--- config.mk ---
export PLATFORM = sky130hd
export DESIGN_NAME = spi_ram_burst
export DESIGN_NICKNAME = d
export VERILOG_FILES = /design/src/rtl/spi_ram_pkg.sv /design/src/rtl/spi_ram_mem.sv /design/src/rtl/spi_ram_burst.sv
export SDC_FILE = /design/constraint.sdc
export NUM_CORES = 2
export LEC_CHECK = 0
export ABC_AREA = 1
export CORE_ASPECT_RATIO = 0.8
export CORE_MARGIN = 5
export CORE_UTILIZATION = 40
export CTS_CLUSTER_SIZE = 24
export DETAILED_ROUTE_END_ITERATION = 8
export HOLD_SLACK_MARGIN = 0.05
export SKIP_LAST_GASP = 1
export SYNTH_ARGS = -nofsm -noshare
export SYNTH_HDL_FRONTEND = slang
export SYNTH_SLANG_ARGS = --single-unit
export TNS_END_PERCENT = 5
--- constraint.sdc ---
create_clock -name clk -period 3.8 [get_ports clk]
set_clock_uncertainty 0.1 [all_clocks]
set_input_delay 0.38 -clock clk [delete_from_list [all_inputs] [get_ports clk]]
set_output_delay 0.38 -clock clk [all_outputs]
set_load 0.01 [all_outputs]
--- src/rtl/spi_ram_pkg.sv ---
// Shared types for the SPI burst RAM slave.
//   cmd_t   : 2-bit frame command field (din[DATA_W+1:DATA_W])
//   state_t : top-level control FSM state
package spi_ram_pkg;

   typedef enum logic [1:0] {
      CMD_WR_ADDR = 2'b00,
      CMD_WR_DATA = 2'b01,
      CMD_RD_ADDR = 2'b10,
      CMD_RD      = 2'b11
   } cmd_t;

   typedef enum logic {
      ST_IDLE,
      ST_BURST
   } state_t;

endpackage

--- src/rtl/spi_ram_mem.sv ---
// Word RAM with one synchronous write port and one synchronous read port.
// Contents and read register are not reset.
//   clk   : clock
//   we    : write enable, mem[waddr] <= wdata
//   waddr : write address (always < MEM_DEPTH)
//   wdata : write data
//   re    : read enable, rdata <= mem[raddr]; rdata holds while re is low
//   raddr : read address (always < MEM_DEPTH)
//   rdata : registered read data
module spi_ram_mem #(
   parameter int unsigned DATA_W    = 8,
   parameter int unsigned ADDR_W    = 8,
   parameter int unsigned MEM_DEPTH = 256
) (
   input  logic              clk,
   input  logic              we,
   input  logic [ADDR_W-1:0] waddr,
   input  logic [DATA_W-1:0] wdata,
   input  logic              re,
   input  logic [ADDR_W-1:0] raddr,
   output logic [DATA_W-1:0] rdata
);

   logic [DATA_W-1:0] mem_q [MEM_DEPTH];
   logic [DATA_W-1:0] rdata_q;

   always_ff @(posedge clk) begin
      if (we) begin
         mem_q[waddr] <= wdata;
      end
      if (re) begin
         rdata_q <= mem_q[raddr];
      end
   end

   assign rdata = rdata_q;

endmodule

--- src/rtl/spi_ram_burst.sv ---
// Command-driven RAM slave behind the SPI slave frame interface, with
// auto-incrementing pointers and multi-word burst reads over ready/valid.
//   clk      : clock, rising edge
//   rst_n    : asynchronous active-low reset
//   din      : frame {cmd[1:0], payload[DATA_W-1:0]}
//   rx_valid : din valid this cycle
//   busy     : read burst in progress; frames presented now are dropped
//   dout     : read data
//   tx_valid : dout valid
//   tx_ready : downstream accepts dout
module spi_ram_burst
   import spi_ram_pkg::*;
#(
   parameter int unsigned DATA_W    = 8,
   parameter int unsigned ADDR_W    = 8,
   parameter int unsigned MEM_DEPTH = 256,
   parameter int unsigned AUTO_INC  = 1,
   parameter int unsigned MAX_BURST = 16
) (
   input  logic              clk,
   input  logic              rst_n,
   input  logic [DATA_W+1:0] din,
   input  logic              rx_valid,
   output logic              busy,
   output logic [DATA_W-1:0] dout,
   output logic              tx_valid,
   input  logic              tx_ready
);

   localparam int unsigned CntW = $clog2(MAX_BURST + 1);

   state_t              state_q, state_d;
   logic [ADDR_W-1:0]   wr_ptr_q, wr_ptr_d;
   logic [ADDR_W-1:0]   rd_ptr_q, rd_ptr_d;
   logic [CntW-1:0]     cnt_q, cnt_d;
   logic                busy_q, busy_d;
   logic                tx_valid_q, tx_valid_d;
   // Set once the RAM read register holds a real word; gates dout to 0 after reset.
   logic                dout_live_q, dout_live_d;

   cmd_t                cmd;
   logic [DATA_W-1:0]   payload;
   logic [63:0]         pay_ext;
   logic [CntW-1:0]     burst_len;
   logic                xfer;

   logic                mem_we, mem_re;
   logic [ADDR_W-1:0]   mem_raddr;
   logic [DATA_W-1:0]   mem_rdata;

   assign cmd     = cmd_t'(din[DATA_W+1:DATA_W]);
   assign payload = din[DATA_W-1:0];
   assign pay_ext = 64'(payload);
   assign xfer    = tx_valid_q && tx_ready;

   function automatic logic [ADDR_W-1:0] load_addr(input logic [ADDR_W-1:0] a);
      return ADDR_W'(32'(a) % MEM_DEPTH);
   endfunction

   function automatic logic [ADDR_W-1:0] inc_addr(input logic [ADDR_W-1:0] a);
      return (a == ADDR_W'(MEM_DEPTH - 1)) ? '0 : a + ADDR_W'(1);
   endfunction

   always_comb begin
      if (AUTO_INC == 0) begin
         burst_len = CntW'(1);
      end else if (pay_ext >= 64'(MAX_BURST - 1)) begin
         burst_len = CntW'(MAX_BURST);
      end else begin
         burst_len = CntW'(pay_ext) + CntW'(1);
      end
   end

   always_comb begin
      state_d     = state_q;
      wr_ptr_d    = wr_ptr_q;
      rd_ptr_d    = rd_ptr_q;
      cnt_d       = cnt_q;
      busy_d      = busy_q;
      tx_valid_d  = tx_valid_q;
      dout_live_d = dout_live_q;
      mem_we      = 1'b0;
      mem_re      = 1'b0;
      mem_raddr   = rd_ptr_q;

      unique case (state_q)
         ST_IDLE: begin
            if (rx_valid) begin
               unique case (cmd)
                  CMD_WR_ADDR: wr_ptr_d = load_addr(payload[ADDR_W-1:0]);
                  CMD_WR_DATA: begin
                     mem_we = 1'b1;
                     if (AUTO_INC != 0) wr_ptr_d = inc_addr(wr_ptr_q);
                  end
                  CMD_RD_ADDR: rd_ptr_d = load_addr(payload[ADDR_W-1:0]);
                  CMD_RD: begin
                     // Launch the first read now so the word is valid next cycle.
                     mem_re      = 1'b1;
                     cnt_d       = burst_len;
                     state_d     = ST_BURST;
                     busy_d      = 1'b1;
                     tx_valid_d  = 1'b1;
                     dout_live_d = 1'b1;
                  end
               endcase
            end
         end
         ST_BURST: begin
            // rd_ptr tracks the word on dout; on a transfer prefetch the next one.
            // Without a transfer re stays low, so the read register holds dout.
            if (xfer) begin
               if (AUTO_INC != 0) rd_ptr_d = inc_addr(rd_ptr_q);
               if (cnt_q > CntW'(1)) begin
                  mem_re    = 1'b1;
                  mem_raddr = inc_addr(rd_ptr_q);
                  cnt_d     = cnt_q - CntW'(1);
               end else begin
                  cnt_d      = '0;
                  state_d    = ST_IDLE;
                  busy_d     = 1'b0;
                  tx_valid_d = 1'b0;
               end
            end
         end
      endcase
   end

   always_ff @(posedge clk or negedge rst_n) begin
      if (!rst_n) begin
         state_q     <= ST_IDLE;
         wr_ptr_q    <= '0;
         rd_ptr_q    <= '0;
         cnt_q       <= '0;
         busy_q      <= 1'b0;
         tx_valid_q  <= 1'b0;
         dout_live_q <= 1'b0;
      end else begin
         state_q     <= state_d;
         wr_ptr_q    <= wr_ptr_d;
         rd_ptr_q    <= rd_ptr_d;
         cnt_q       <= cnt_d;
         busy_q      <= busy_d;
         tx_valid_q  <= tx_valid_d;
         dout_live_q <= dout_live_d;
      end
   end

   spi_ram_mem #(
      .DATA_W    (DATA_W),
      .ADDR_W    (ADDR_W),
      .MEM_DEPTH (MEM_DEPTH)
   ) u_mem (
      .clk   (clk),
      .we    (mem_we),
      .waddr (wr_ptr_q),
      .wdata (payload),
      .re    (mem_re),
      .raddr (mem_raddr),
      .rdata (mem_rdata)
   );

   assign busy     = busy_q;
   assign tx_valid = tx_valid_q;
   assign dout     = dout_live_q ? mem_rdata : '0;

endmodule

Word level (Yosys, flattened, before mapping)
Memories as Yosys holds them, arrays and structs flattened. A register that Yosys moved wholly into a read port is not among the register bits.
Index checks and enable logic that the tools add are counted.
Widths: inputs -> output; s select.
{"block": "totals", "register_bits": 24, "mem_bits_rw": 2048, "output_inout_bits": 10, "elab_cells": 66, "n_memories": 1}
{"memory": "u_mem.mem_q", "depth": 256, "width": 8, "rd": 1, "rd_ports_with_merged_regs": 1, "wr": 1, "line": "spi_ram_mem.sv:24", "text": "logic [DATA_W-1:0] mem_q [MEM_DEPTH];"}
{"block": "op_classes", "add_sub_neg": 4, "magnitude_cmp": 2, "n_eq_ne": 10, "mux": 34, "bitwise": 1, "reduce_logical": 8}
{"op": "$mux 8", "count": 9}
{"op": "$pmux 8 s2", "count": 2}
{"op": "$mux 5", "count": 5}
{"op": "$add 8x1->8 const B", "count": 2}
{"op": "$eq 8x8->1 const B", "count": 2}
{"op": "$mux 1", "count": 14}
{"op": "$reduce_and 3->1", "count": 4}
{"op": "$pmux 5 s2", "count": 1}
{"op": "$ge 8x4->1 const B", "count": 1}
{"op": "$ne 2x1->1 const B", "count": 3}
{"op": "$pmux 1 s2", "count": 3}
{"op": "$add 5x1->5 const B", "count": 1}
{"op": "$gt 5x1->1 const B", "count": 1}
{"op": "$sub 5x1->5 const B", "count": 1}
{"op": "$eq 2x2->1 const B", "count": 2}
{"op": "$ne 2x2->1 const B", "count": 2}
{"op": "$reduce_and 4->1", "count": 1}
{"op": "$eq 2x1->1 const B", "count": 1}
{"op": "$logic_not 2->1", "count": 1}
{"op": "$reduce_bool 2->1", "count": 1}
{"op": "$logic_and 1x1->1", "count": 1}
{"op": "$not 1->1", "count": 1}

Longest topological paths before layout
{"block": "depth", "depth_word": 6, "ltp_mapped": 19}

Cells and area by module
Synthesis repeated with hierarchy kept, for this count alone.
{"block": "unflattened", "cells_unflattened": 7298, "area_unflattened_um2": 85339.3}
{"mod": "spi_ram_mem", "instances": 1, "cells_per_inst": 7003, "area_per_inst_um2": 83476.3}
{"mod": "spi_ram_burst", "instances": 1, "cells_per_inst": 295, "area_per_inst_um2": 1863.0}

Least setup slack after synthesis
Ideal clock, no wire load.
{"block": "synth_path", "path_type": "register to register", "startpoint": "register state_q", "endpoint": "memory u_mem.mem_q[181][0] (enable)", "arrival_time_ns": 2.228, "path_slack_ns": 1.075, "stages_incl_launch_ff": 9, "synth_period_minus_slack_ns": 2.725, "cell_sequence": "dfrtp_1 buf_4 inv_2 nand2_1 nor2_1 inv_1 nor2_1 inv_1 nor4b_1"}
{"block": "synth_between", "elab_chain_len": 3}
{"element": "start, declared", "line": "spi_ram_burst.sv:32", "text": "state_t state_q, state_d;"}
{"element": "start signal, assigned", "line": "spi_ram_burst.sv:138", "text": "state_q <= state_d;"}
{"element": "$mux 1", "line": "spi_ram_burst.sv:86", "text": "unique case (state_q)"}
{"element": "$mux 1", "line": "spi_ram_mem.sv:28", "text": "if (we) begin"}
{"element": "$mux 1 (not written as such)", "line": "spi_ram_mem.sv:29", "text": "mem_q[waddr] <= wdata;"}
{"element": "end, declared", "line": "spi_ram_mem.sv:24"}
Every way passes these cells.

Worst setup path in the final report
{"block": "layout_path", "startpoint": "register cnt_q[0]", "endpoint": "register u_mem.rdata_q[7] (netlist: u_mem.rdata[7]), read port of u_mem.mem_q (data pin)"}
{"block": "layout_between", "elab_chain_len": 4, "elab_cells_between_ends": 7, "classes_between": "1 x order compare; 6 x mux"}
{"element": "start, declared", "line": "spi_ram_burst.sv:35", "text": "logic [CntW-1:0] cnt_q, cnt_d;"}
{"element": "start signal, assigned", "line": "spi_ram_burst.sv:141", "text": "cnt_q <= cnt_d;"}
{"element": "$gt 5x1->1 *", "line": "spi_ram_burst.sv:113", "text": "if (cnt_q > CntW'(1)) begin"}
{"element": "$mux 1 / $mux 8 (equally long branches)", "line": "spi_ram_burst.sv:113"}
{"element": "$mux 1 / $mux 8 (equally long branches)", "line": "spi_ram_burst.sv:111", "text": "if (xfer) begin"}
{"element": "$pmux 1 s2 / $mux 8 (equally long branches)", "line": "spi_ram_burst.sv:86"}
{"element": "end, declared", "line": "spi_ram_mem.sv:25", "text": "logic [DATA_W-1:0] rdata_q;"}
Every way passes the cells marked *; elsewhere a longest branch is shown, timed or not.
A chain may end at the register's enable or synchronous reset.

==> results.md <==
- Outcome: finished, final reports clean
- CP Launch Type: flop
- Drt total wl: 269000 um
- I/O pins: 24
- Final Setup Violations: 0
- Cells on worst reg2reg path: 17
- DRT antenna net count: 0
- Top-count cell post-synth: nand2_1
- F_max: 268 MHz
- Complex-gate fraction of the synthesized area: 0.0144
- Chip height: approximately 440 um
- Hold worst-path end: wr_ptr_q[2]
- R2R setup slack: between 0.06 and 0.07 ns
- WL per Instance: roughly 22 um
- Worst Hold Launch: din[8]
- Max-slew violations: 0
- Fin. Hold Viols: 0
- Vias: 63843
- Post-Synth Simple-Gate Area: 0.211
- H-tree Lvls: 4
- DP Area: 0.0981 mm2
- Cell Area, Synth: 0.0913 mm2
- Reg-to-Reg End: u_mem.rdata[7]
- Post-Synthesis Cells: about 9000
- Post-synthesis mux area share: 0
- Share of the synthesized area in the top cell type: 0.676
- Syn Nets: between 8000 and 9000
- Minimum clock period: approximately 3.7 ns
- Layout Nets: just over 9000
- Cell Pwr Density: approximately 440 mW/mm2
- Design Area, Final: 0.105 mm2
- Synth Register Bits: 2080
- Main combinational cell family by area after synthesis: simple AND/OR/NAND/NOR gates
- Adder-cell share of the synthesized area: 0.00110
- DRC viols: 0
- Critical path fanouts, max: 45
- First-pass GRT wire length: 394000 um
- Worst Max-Slew Pin Slew: 1.02 ns
- CTS tree: built
- Grt total ovfl: 0
- Xor-xnor portion of the synthesized cell area: 0.000672
- Ys flop type: edfxtp_1
- Final Worst Setup Slack: between 0.06 and 0.07 ns
- Die area: 0.238 mm2
- Peak VDD IR: approximately 0.36 mV
- Width of the die: between 500 and 600 um
- Crit share post-route: 0.983
- DRT Pass-1 Iters: 6
- GP Congestion: approximately 0.94
- Worst Setup End Kind: flop
- Post-synthesis sequential area ratio: 0.683
- Vias per Instance: roughly 5.2
- Layout area overhead: 15.1%
- P_leak: 42.5 nW
- Top cells by count, synth: nand2_1 (2354), edfxtp_1 (2056), nand3_1 (1772)
- Placeable core region: 0.226 mm2
- Cells on Worst Hold Path: 3
- TritonCTS Buffers: just over 200
- CTS Sinks: 2080
- Unique masters post-synth: 41
- Avg Cell Area, Syn: roughly 10 um2
- Count of input and output buffers: 23
- Synth top area cells: edfxtp_1 (68%), nand3_1 (9.7%), nand2_1 (9.7%)
- Clock root cell: clkbuf_16
- All-Layer GR Usage: 0.219
- Detailed Place HPWL: approximately 170000 um
- Crit Path Class: reg -> reg
- Share of cells above drive strength 1: 0.0934
- Skew-Pair Late Insertion Delay: around 0.86 ns
- Worst EP arrival: between 4 and 5 ns
- Vias in the first global route: ~60000
- Hold WC Path Type: in -> reg
- Initial antenna violation count: 7
- Reg2reg start: cnt_q[0]
- Yosys warns: 0
- # rows: approximately 160
- Slew headroom: 0.319
- Fraction of registers with async set/reset: 0.0115
- Largest net degree at the start of global routing: roughly 100
- Post-synth EDFFs: approximately 2100
- Post-place setup slack: -0.394 ns
- Buffer levels on the longest clock path: 4
- Maxcap violations: 0
- Worst-path clk slew: 0.07 ns
- Initial core utilization: 0.403
- RSZ-0062 raised after global routing: true
- WP data required: approximately 4.3 ns
- DR iter-0 viols: around 7800
- Most area-hungry cell type in the Yosys netlist: edfxtp_1
## how the worst max path moves through the flow
stage           startpoint                  end  slack (ns)
6_report          cnt_q[0]       u_mem.rdata[7]        0.06
5_1_grt           cnt_q[1]       u_mem.rdata[3]       -0.05
4_1_cts        rd_ptr_q[0]       u_mem.rdata[2]       -0.04
3_5_place_dp      tx_ready       u_mem.rdata[2]       -0.39
3_3_place_gp      tx_ready       u_mem.rdata[2]       -0.42
2_1_floorplan      state_q  u_mem.mem_q[181][0]        1.07
## layout by cell type, fill, tap and decap left out, types with 3 or more instances in the layout
cell type,netlist,routed
a21oi_1,24,24
a22oi_1,9,9
buf_12,0,116
buf_16,0,6
buf_4,38,370
buf_6,22,5
buf_8,0,9
bufinv_16,0,21
clkbuf_1,108,31
clkbuf_16,0,213
clkdlybuf4s50_1,0,15
clkinv_1,0,41
clkinv_2,0,43
clkinv_8,0,3
clkinvlp_4,0,7
dfrtp_1,24,24
diode_2,0,5
dlygate4sd3_1,0,9
edfxtp_1,2056,2056
ha_1,8,8
inv_1,1497,1495
inv_2,4,4
nand2_1,2354,2349
nand2_2,5,8
nand2_8,0,3
nand3_1,1772,1744
nand3_2,1,28
nand3b_1,49,49
nor2_1,285,284
nor3_1,4,4
o211ai_1,66,66
o21ai_0,98,98
o21ai_4,1,3
o22ai_4,0,3
xor2_1,6,6
## layer usage
layer,GRT usage,vias up,routed length (um)
li1,-,29390,-
met5,0,-,27
met3,0.0379,455,24500
met4,0.0615,4,8180
met1,0.327,31098,119000
met2,0.331,2896,118000
## sequential cells by signal, indices dropped and copies added, names as in the netlist
name and flops:
tx_valid 1, wr_ptr_q 8, u_mem.rdata 8, dout_live_q 1, rd_ptr_q 8, u_mem.mem_q 2048, state_q 1, cnt_q 5
## critical path, cell delays in order, from the launching register on
cell and delay (ns):
dfrtp_1 0.42, ha_1 0.21, o21bai_1 0.16, nand2_2 0.18
nand2_4 0.14, buf_4 0.17, nand2_1 0.09, o21ai_4 0.10
buf_4 0.16, buf_12 0.18, nand3_1 0.14, nand3_1 0.13
nand3_1 0.14, nand3_1 0.28, nand3_1 0.40, nand3_1 0.18
nand3_1 0.18, nand2_1 0.08
## logic make-up (layout without fill, tap and decap cells)
family | after synthesis | count (layout)
buffers and inverters | 1996 | 2396
AO/OA/AOI/OAI | 214 | 214
other | 0 | 5
AND/OR/NAND/NOR | 4477 | 4477
adder cells (fa/ha/maj) | 8 | 8
flip-flops | 2080 | 2080
XOR/XNOR | 7 | 7
## layout make-up
cell class / instances / area, um2
clock inverters: 119 / 1140
well taps: 3002 / 3760
inverters: 1501 / 5640
multi-input cells: 4706 / 21000
diodes: 5 / 12.5
flip-flops and latches: 2080 / 62300
clock buffers: 239 / 5300
fillers: 20700 / 121000
repair buffers: 537 / 5870
## stage by stage
stage	setup TNS, ns	hold WS (ns)	total power [mW]	util	std cells
final	0	0.197	45.8	0.464	12189
after CTS	-0.0364	0.154	46.1	0.462	12167
after global placement	-2.26	0.386	26.3	0.433	11800
after floorplan	0	-0.0156	25.7	-	8782
after detailed placement	-2.14	0.387	26.3	0.433	11800
after global routing	-0.236	0.193	47.1	0.464	12184
## power breakdown
| part | total (mW) | internal (mW) | switching (mW) |
|---|---|---|---|
| clock network | 20.0 | 11.3 | 8.70 |
| logic | 0.592 | 0.0812 | 0.511 |
| registers | 25.2 | 25.2 | 0 |
## timing repair
action	in CTS	in global routing
resized for setup	2	30
gates cloned	0	7
pin swaps	0	4
hold buffers	9	0
buffers inserted	0	10
hold endpoints to repair	419	0
setup endpoints to repair	3	8
Note: power is estimated with default switching activity, not from simulation.
